<file path="src/rtl/pulse_train_seq.sv">
// Pulse-train sequencer: launches n delayed light pulses through an external
// delay generator, with a minimum low gap between pulses, a per-pulse
// watchdog and an immediate stop.
module pulse_train_seq #(
  parameter logic [23:0] PL_TMO  = 24'd10_000_000,
  parameter logic [7:0]  GAP_MIN = 8'd4
) (
  input  logic        clk_Seq,
  input  logic        rst_n,
  input  logic        start,
  input  logic        stop,
  input  logic [7:0]  n_pulses,
  input  logic [16:0] delay_cfg,
  input  logic [4:0]  mlt_cfg,
  input  logic        dl_end,
  input  logic        pl_end,
  output logic        dl_launch,
  output logic [16:0] delay,
  output logic [4:0]  dl_mlt,
  output logic        busy,
  output logic        done,
  output logic        err,
  output logic [7:0]  pulse_cnt
);

  typedef enum logic [2:0] {
    StIdle  = 3'd0,
    StArm   = 3'd1,
    StDelay = 3'd2,
    StPulse = 3'd3,
    StGap   = 3'd4,
    StFin   = 3'd5
  } state_e;

  state_e      state_q, state_d;
  logic        start_q;
  logic        start_ok_q;
  logic        start_acc;
  logic [7:0]  n_q, n_d;
  logic [16:0] delay_q, delay_d;
  logic [4:0]  mlt_q, mlt_d;
  logic [7:0]  cnt_q, cnt_d;
  logic        err_q, err_d;
  logic [23:0] wdog_q, wdog_d;
  logic [7:0]  gap_q, gap_d;
  logic        launch_q, launch_d;
  logic        busy_q, busy_d;
  logic        done_q, done_d;

  // start_ok_q stays low after reset until start has been seen low, so a start
  // held high through reset release is not mistaken for a fresh edge.
  assign start_acc = start & ~start_q & start_ok_q & (state_q == StIdle);

  // Start edge-detect registers.
  always_ff @(posedge clk_Seq or negedge rst_n) begin
    if (!rst_n) begin
      start_q    <= 1'b0;
      start_ok_q <= 1'b0;
    end else begin
      start_q <= start;
      if (!start) start_ok_q <= 1'b1;
    end
  end

  // State, latched configuration, counters and registered outputs.
  always_ff @(posedge clk_Seq or negedge rst_n) begin
    if (!rst_n) begin
      state_q  <= StIdle;
      n_q      <= 8'd0;
      delay_q  <= 17'd0;
      mlt_q    <= 5'd1;
      cnt_q    <= 8'd0;
      err_q    <= 1'b0;
      wdog_q   <= 24'd0;
      gap_q    <= 8'd0;
      launch_q <= 1'b0;
      busy_q   <= 1'b0;
      done_q   <= 1'b0;
    end else begin
      state_q  <= state_d;
      n_q      <= n_d;
      delay_q  <= delay_d;
      mlt_q    <= mlt_d;
      cnt_q    <= cnt_d;
      err_q    <= err_d;
      wdog_q   <= wdog_d;
      gap_q    <= gap_d;
      launch_q <= launch_d;
      busy_q   <= busy_d;
      done_q   <= done_d;
    end
  end

  // Next-state logic; stop overrides everything outside IDLE.
  always_comb begin
    state_d = state_q;
    n_d     = n_q;
    delay_d = delay_q;
    mlt_d   = mlt_q;
    cnt_d   = cnt_q;
    err_d   = err_q;
    wdog_d  = 24'd0;
    gap_d   = 8'd0;

    case (state_q)
      StIdle: begin
        // Configuration is captured on the edge into ARM so it is valid in ARM.
        if (start_acc) begin
          state_d = StArm;
          n_d     = n_pulses;
          delay_d = delay_cfg;
          mlt_d   = mlt_cfg;
          cnt_d   = 8'd0;
          err_d   = 1'b0;
        end
      end
      StArm: begin
        state_d = (n_q == 8'd0) ? StFin : StDelay;
      end
      StDelay: begin
        if (dl_end) state_d = StPulse;
      end
      StPulse: begin
        // pl_end wins over a simultaneous watchdog expiry.
        if (pl_end) begin
          state_d = StGap;
          if (cnt_q != 8'hFF) cnt_d = cnt_q + 8'd1;
        end else if (wdog_q == PL_TMO - 24'd1) begin
          state_d = StIdle;
          err_d   = 1'b1;
        end else begin
          wdog_d = wdog_q + 24'd1;
        end
      end
      StGap: begin
        if ((gap_q >= GAP_MIN - 8'd1) && !dl_end) begin
          state_d = (cnt_q == n_q) ? StFin : StDelay;
        end else begin
          gap_d = (gap_q != 8'hFF) ? gap_q + 8'd1 : gap_q;
        end
      end
      StFin: begin
        state_d = StIdle;
      end
      default: begin
        state_d = StIdle;
      end
    endcase

    if (stop && (state_q != StIdle)) begin
      state_d = StIdle;
      cnt_d   = cnt_q;
      err_d   = err_q;
      wdog_d  = 24'd0;
      gap_d   = 8'd0;
    end
  end

  // Outputs are registered from the next state so they align with the state.
  always_comb begin
    launch_d = (state_d == StDelay) || (state_d == StPulse);
    busy_d   = (state_d == StArm) || (state_d == StDelay) ||
               (state_d == StPulse) || (state_d == StGap);
    done_d   = (state_d == StFin);
  end

  assign dl_launch = launch_q;
  assign busy      = busy_q;
  assign done      = done_q;
  assign err       = err_q;
  assign pulse_cnt = cnt_q;
  assign delay     = delay_q;
  assign dl_mlt    = mlt_q;

endmodule

</file>
<file path="config.mk">
export PLATFORM = sky130hd
export DESIGN_NAME = pulse_train_seq
export DESIGN_NICKNAME = d
export VERILOG_FILES = /design/src/rtl/pulse_train_seq.sv
export SDC_FILE = /design/constraint.sdc
export NUM_CORES = 1
export LEC_CHECK = 0
export BUFFER_PORTS_ARGS = -buffer_cell sky130_fd_sc_hd__buf_2
export CAP_MARGIN = 20
export CORE_ASPECT_RATIO = 1.75
export CORE_MARGIN = 1.5
export CORE_UTILIZATION = 40
export DETAILED_ROUTE_END_ITERATION = 16
export GPL_TIMING_DRIVEN = 0
export PLACE_DENSITY = 0.59
export SLEW_MARGIN = 20
export SYNTH_ARGS = -nofsm -noshare
export SYNTH_HDL_FRONTEND = slang
export SYNTH_SLANG_ARGS = --single-unit
</file>
<file path="constraint.sdc">
create_clock -name clk_Seq -period 4.7 [get_ports clk_Seq]
set_input_delay 0 -clock clk_Seq [delete_from_list [all_inputs] [get_ports clk_Seq]]
set_output_delay 0 -clock clk_Seq [all_outputs]
set_load 0.02 [all_outputs]
</file>
== After elaboration in Yosys (flattened, before gate mapping) ==
Cells that the tools add are included.
W data, S select, Z words.

* Register bits after elaboration: 79
* Input bits: 36
* Word-level logic and storage cells: 80

* $add $sub $neg: 3
* Order comparisons: 1
* Eq/ne operators: 19
* Mux-type cells: 25
* Bitwise gates (word level): 5
* Reductions and logical operators: 14

{| class="wikitable"
|+ Operators by type and width
! cell !! count
|-
| $mux W24 || 4
|-
| $mux W8 || 7
|-
| $add A24 B1 Y24 const B || 1
|-
| $eq A24 B24 Y1 const B || 1
|-
| $mux W3 || 8
|-
| $add A8 B1 Y8 const B || 2
|-
| $ne A8 B8 Y1 const B || 2
|-
| $pmux W8 S2 || 1
|-
| $pmux W3 S5 || 1
|-
| $eq A3 B2 Y1 const B || 4
|-
| $ne A2 B2 Y1 const B || 5
|-
| $reduce_and A5 Y1 || 2
|-
| $eq A3 B3 Y1 const B || 3
|-
| $eq A8 B8 Y1 || 1
|-
| $ge A8 B2 Y1 const B || 1
|-
| $logic_not A8 Y1 || 1
|-
| $eq A3 B1 Y1 const B || 2
|-
| $logic_or A1 B1 Y1 || 4
|-
| $ne A4 B4 Y1 const B || 1
|-
| $and A1 B1 Y1 || 3
|-
| $logic_not A3 Y1 || 1
|-
| $mux W1 || 3
|-
| $reduce_bool A3 Y1 || 1
|-
| $logic_and A1 B1 Y1 || 2
|-
| 5 further kinds || 6
|}

== Longest topological paths before layout ==
* Depth after elaboration: 11
* Gate-level depth with buffers: 8
* Depth with buffers taken out: 6

== Worst setup path after synthesis ==
Ideal clock, no wire load.

* Path kind: register to register
* Start: register state_q[2]
* End: register cnt_q[2] (netlist: pulse_cnt[2])
* Setup time: 0.120 ns
* Data arrival time: 1.866 ns
* Data required time: 4.580 ns
* Path slack: 2.713 ns
* Cell stages (with the launch flop): 8
* Cell sequence: dfrtp_1 buf_6 or3_4 or3_4 a22oi_2 buf_4 a21oi_1 a31o_2

* Cells in the longest elaborated chain, start to end: 4
* Elaborated cells on any way between the ends: 12

{| class="wikitable"
|+ Ends and longest elaborated chain
! what !! line !! RTL
|-
| start: declaration || 35 || <nowiki>state_e state_q, state_d;</nowiki>
|-
| start signal: assignment || 68 || <nowiki>state_q <= StIdle;</nowiki>
|-
| start signal: assignment || 80 || <nowiki>state_q <= state_d;</nowiki>
|-
| $logic_not A3 Y1 / $reduce_bool A3 Y1 (equally long branches) || 52, 105, 150 ||
|-
| $and A1 B1 Y1 / $logic_and A1 B1 Y1 (equally long branches) || 52, 150 ||
|-
| $ne A2 B2 Y1 (no source line) / $not A1 Y1 (equally long branches) || n/a ||
|-
| $reduce_and A5 Y1 (no source line) || n/a ||
|-
| end signal: assignment || 84 || <nowiki>cnt_q <= cnt_d;</nowiki>
|-
| end: declaration || 42 || <nowiki>logic [7:0] cnt_q, cnt_d;</nowiki>
|}

Parallel ways exist; a longest one is shown, timed or not.
A chain may end at the register's enable or synchronous reset.

== Final worst setup path ==
* Start: register wdog_q[0]
* End: register wdog_q[22]

* Cells in the longest elaborated chain, start to end: 5
* Elaborated cells on any way between the ends: 6

{| class="wikitable"
|+ Ends and longest elaborated chain
! what !! line !! RTL
|-
| start: declaration || 44 || <nowiki>logic [23:0] wdog_q, wdog_d;</nowiki>
|-
| start signal: assignment || 86 || <nowiki>wdog_q <= wdog_d;</nowiki>
|-
| $add A24 B1 Y24 / $eq A24 B24 Y1 (equally long branches) || 132, 128 ||
|-
| $mux W24 * || 128 || <nowiki>end else if (wdog_q == PL_TMO - 24'd1) begin</nowiki>
|-
| $mux W24 * || 125 || <nowiki>if (pl_end) begin</nowiki>
|-
| $mux W24 * || 105 || <nowiki>case (state_q)</nowiki>
|-
| $mux W24 * || 150 || <nowiki>if (stop && (state_q != StIdle)) begin</nowiki>
|-
| net wdog_d[22] || 44 ||
|}

Mark *: on every way through the listed nets, which the timed path passes. The rest lies on a longest branch.

==> impl_metrics.ini <==
[status]
status = finished, final reports clean

[timing]
tightest_slew_ns = 0.752
setup-violations-final = 0
rsz0062_at_grt = false
drv_slew = 0
post-route-period-util_pct = 49.0
slew_headroom_pct = 49.6
finalClockSkew_ns = 0.00333
fin_tns_setup_ns = 0
fmax_ghz = 0.434
hold_viol_final = 0
fin_crit_ns = 2.30

[die]
fp.dieW_um = 76.6
row_count = 46
core_area_um2 = 9150
start_util_pct = 41.4
fp.dieH_um = 132
die-area_um2 = 10100
ioPinCount = 70

[critical_path]
rr_endpoint = wdog_q[22]
max_stage_delay_ns = 0.47
crit_path_start = wdog_q[0]
worstSetupStartpointType = flop
rr_startpoint = wdog_q[0]
crit_cells = 7
required_ns = 4.90
path_buf_inv = 1
r2r_slack_ns = 2.40
critical-path-slowest-cell = nor4_1
endpoint_kind = flop
crit_end = wdog_q[22]
crit_chain = ha_1 > nand4_1 > nor4_1 > a21oi_1 > nand2_1 > clkbuf_1 > nor2_1
cp_max_fo = 10
critPathKind = flop to flop
arrival_ns = 2.50
crit_family = simple AND/OR/NAND/NOR gates
rr_worst_depth = 7

[synth]
synth-seq-cells = 79
synthFlopType = dfrtp_1
synth.largest_area_cell = dfrtp_1
syn_nets = 453
syn_area_um2 = 3790
synthCells = 414
synth_warnings = 0
synth_seq_area_share_pct = 52.2
synthTopCellsByArea = dfrtp_1, nand2_1, xnor2_1
synth.top_cell.area_share_pct = 51.5
yosysUniqueCellTypes = 47
synth_edf_count = 0
syn_avg_cell_area_um2 = 9.16
async_flop_share_pct = 100

[hold_path]
hp-class = primary input to flop
hp-start = stop

[layout]
mostFrequentLayoutCells = nand2_1, dfrtp_1, buf_2
area_delta_synth_final_pct = 31.3
layout_commonest_cell = nand2_1
finalInstanceArea_um2 = 4980
final_util_pct = 54.4
num-nets-final = 566
layout-drive-gt1-share_pct = 18.6
antenna_cells = 0

[global_route]
antenna_found_initial = 0
grt_max_degree = 44
grt.total_usage_pct = 19.6
grt_pass1_wl_um = 15800
grt_pass1_vias = 3395
grt.overflow.total = 0

[flow_run]
cap_violations = 0

[power]
pwr_density_cell_nw_per_um2 = 483
leakagePower_nw = 2.32
vdd_drop_max_uv = 403

[routing]
drc = 0
wl_met1_um = 3440
dr_wl_met2_um = 4990
drtAntennaViolNets = 0
routed-wl-met3_um = 316
drt-initial-drc-count = 126
first_pass_iters = 4
via_per_inst = 5.01
top_layer = met4
wl_per_cell_um = 13.8
drt_wl_total_um = 8970
vias = 3264

[clock_network]
clkTransAtPathRegs_ns = 0.06
numCtsBuffers = 9
root_buffer = clkbuf_16
cts_resized = 0
tritoncts = done
clock_path_buffers = 2
h-tree-depth = 3
insertion_delay_ns = 0.34
cts.sinks = 79

[placement]
placed_cell_area_um2 = 4320
place_congestion = 0.816
hpwl_um = 6490
io_buffers = 69
through the flow:
stage / total power, W / setup slack (ns) / cells / hold slack (ns)
after global placement: 0.00158 / 2.42 / 603 / 0.138
final: 0.00240 / 2.40 / 652 / 0.0450
after CTS: 0.00243 / 2.38 / 652 / 0.0396
after floorplan: 0.00137 / 2.71 / 414 / -0.296
after global routing: 0.00255 / 2.20 / 652 / 0.0548
after detailed placement: 0.00160 / 2.39 / 604 / 0.00550
sequential cells by signal, summed over array words and instances, names as in the netlist, 3 cells and up:
| signal | count |
|---|---|
| state_q | 3 |
| gap_q | 8 |
| dl_mlt | 5 |
| delay | 17 |
| n_q | 8 |
| pulse_cnt | 8 |
| wdog_q | 24 |
power by group:
group	leakage [nW]	total, W	switching, W	internal (W)
Clock	0.164	0.000800	0.000266	0.000534
Sequential	1.04	0.000923	0.0000955	0.000827
Combinational	1.11	0.000680	0.000421	0.000258
Total	2.32	0.00240	0.000783	0.00162
cell families after synthesis:
logic type | after synthesis | share of synthesized area, %
DFF | 79 | 52.2
buffers and inverters | 25 | 3.00
AOI/OAI and AO/OA | 27 | 5.41
adders and majority gates | 3 | 0.990
and+or+nand+nor | 242 | 29.5
xor gates and xnor gates | 34 | 7.85
muxes | 4 | 1.06
routing by layer:
metal	vias to the layer above	GRT usage, %
met5	-	0
met4	0	8.02
met3	19	4.22
met2	76	36.3
met1	1557	21.3
li1	1612	-
repair_timing:
item,in CTS,in global routing
hold buffers,32,0
hold endpoints to repair,68,0
setup buffers,0,0
worst reg2reg max path, cell delays in order (launching register included):
cell and delay, ns:
dfrtp_1 0.37, ha_1 0.23, nand4_1 0.13, nor4_1 0.47, a21oi_1 0.26, nand2_1 0.19
clkbuf_1 0.41, nor2_1 0.11
layout make-up:
type                       count  area [um^2]
inverter                      10         37.5
tap                          120          150
fill                         823         4170
clock inverter                 3         90.1
multi-input combinational    310         1700
buffer                        15         76.3
clock buffer                  13          250
timing repair buffer         102          696
sequential                    79         1980
synth_stat cells (all sizes together), types with 2 or more instances:
cell and number:
nand2 115, dfrtp 78, nor2 52, xnor2 31, nand3 12, nor3 12, clkbuf 11, nor4 11
inv 10, a21oi 8, and3 7, nand4 6, nand2b 5, and4 4, buf 4, mux2i 4
and2 3, ha 3, o31ai 3, xor2 3, a31o 2, a31oi 2, a32o 2, nand4bb 2
nor2b 2, o21ai 2, or2 2, or3 2, or4 2
worst min path at each step:
stage / end / slack, ns / cells past startpoint
final: wdog_q[6] / 0.04 / 3
after global routing: wdog_q[6] / 0.05 / 3
after CTS: wdog_q[6] / 0.04 / 3
after detailed placement: gap_q[4] / 0.005 / 1
after global placement: start_q / 0.14 / 1
after floorplan: busy / -0.30 / 0
Note: power is estimated with default switching activity, not from simulation.
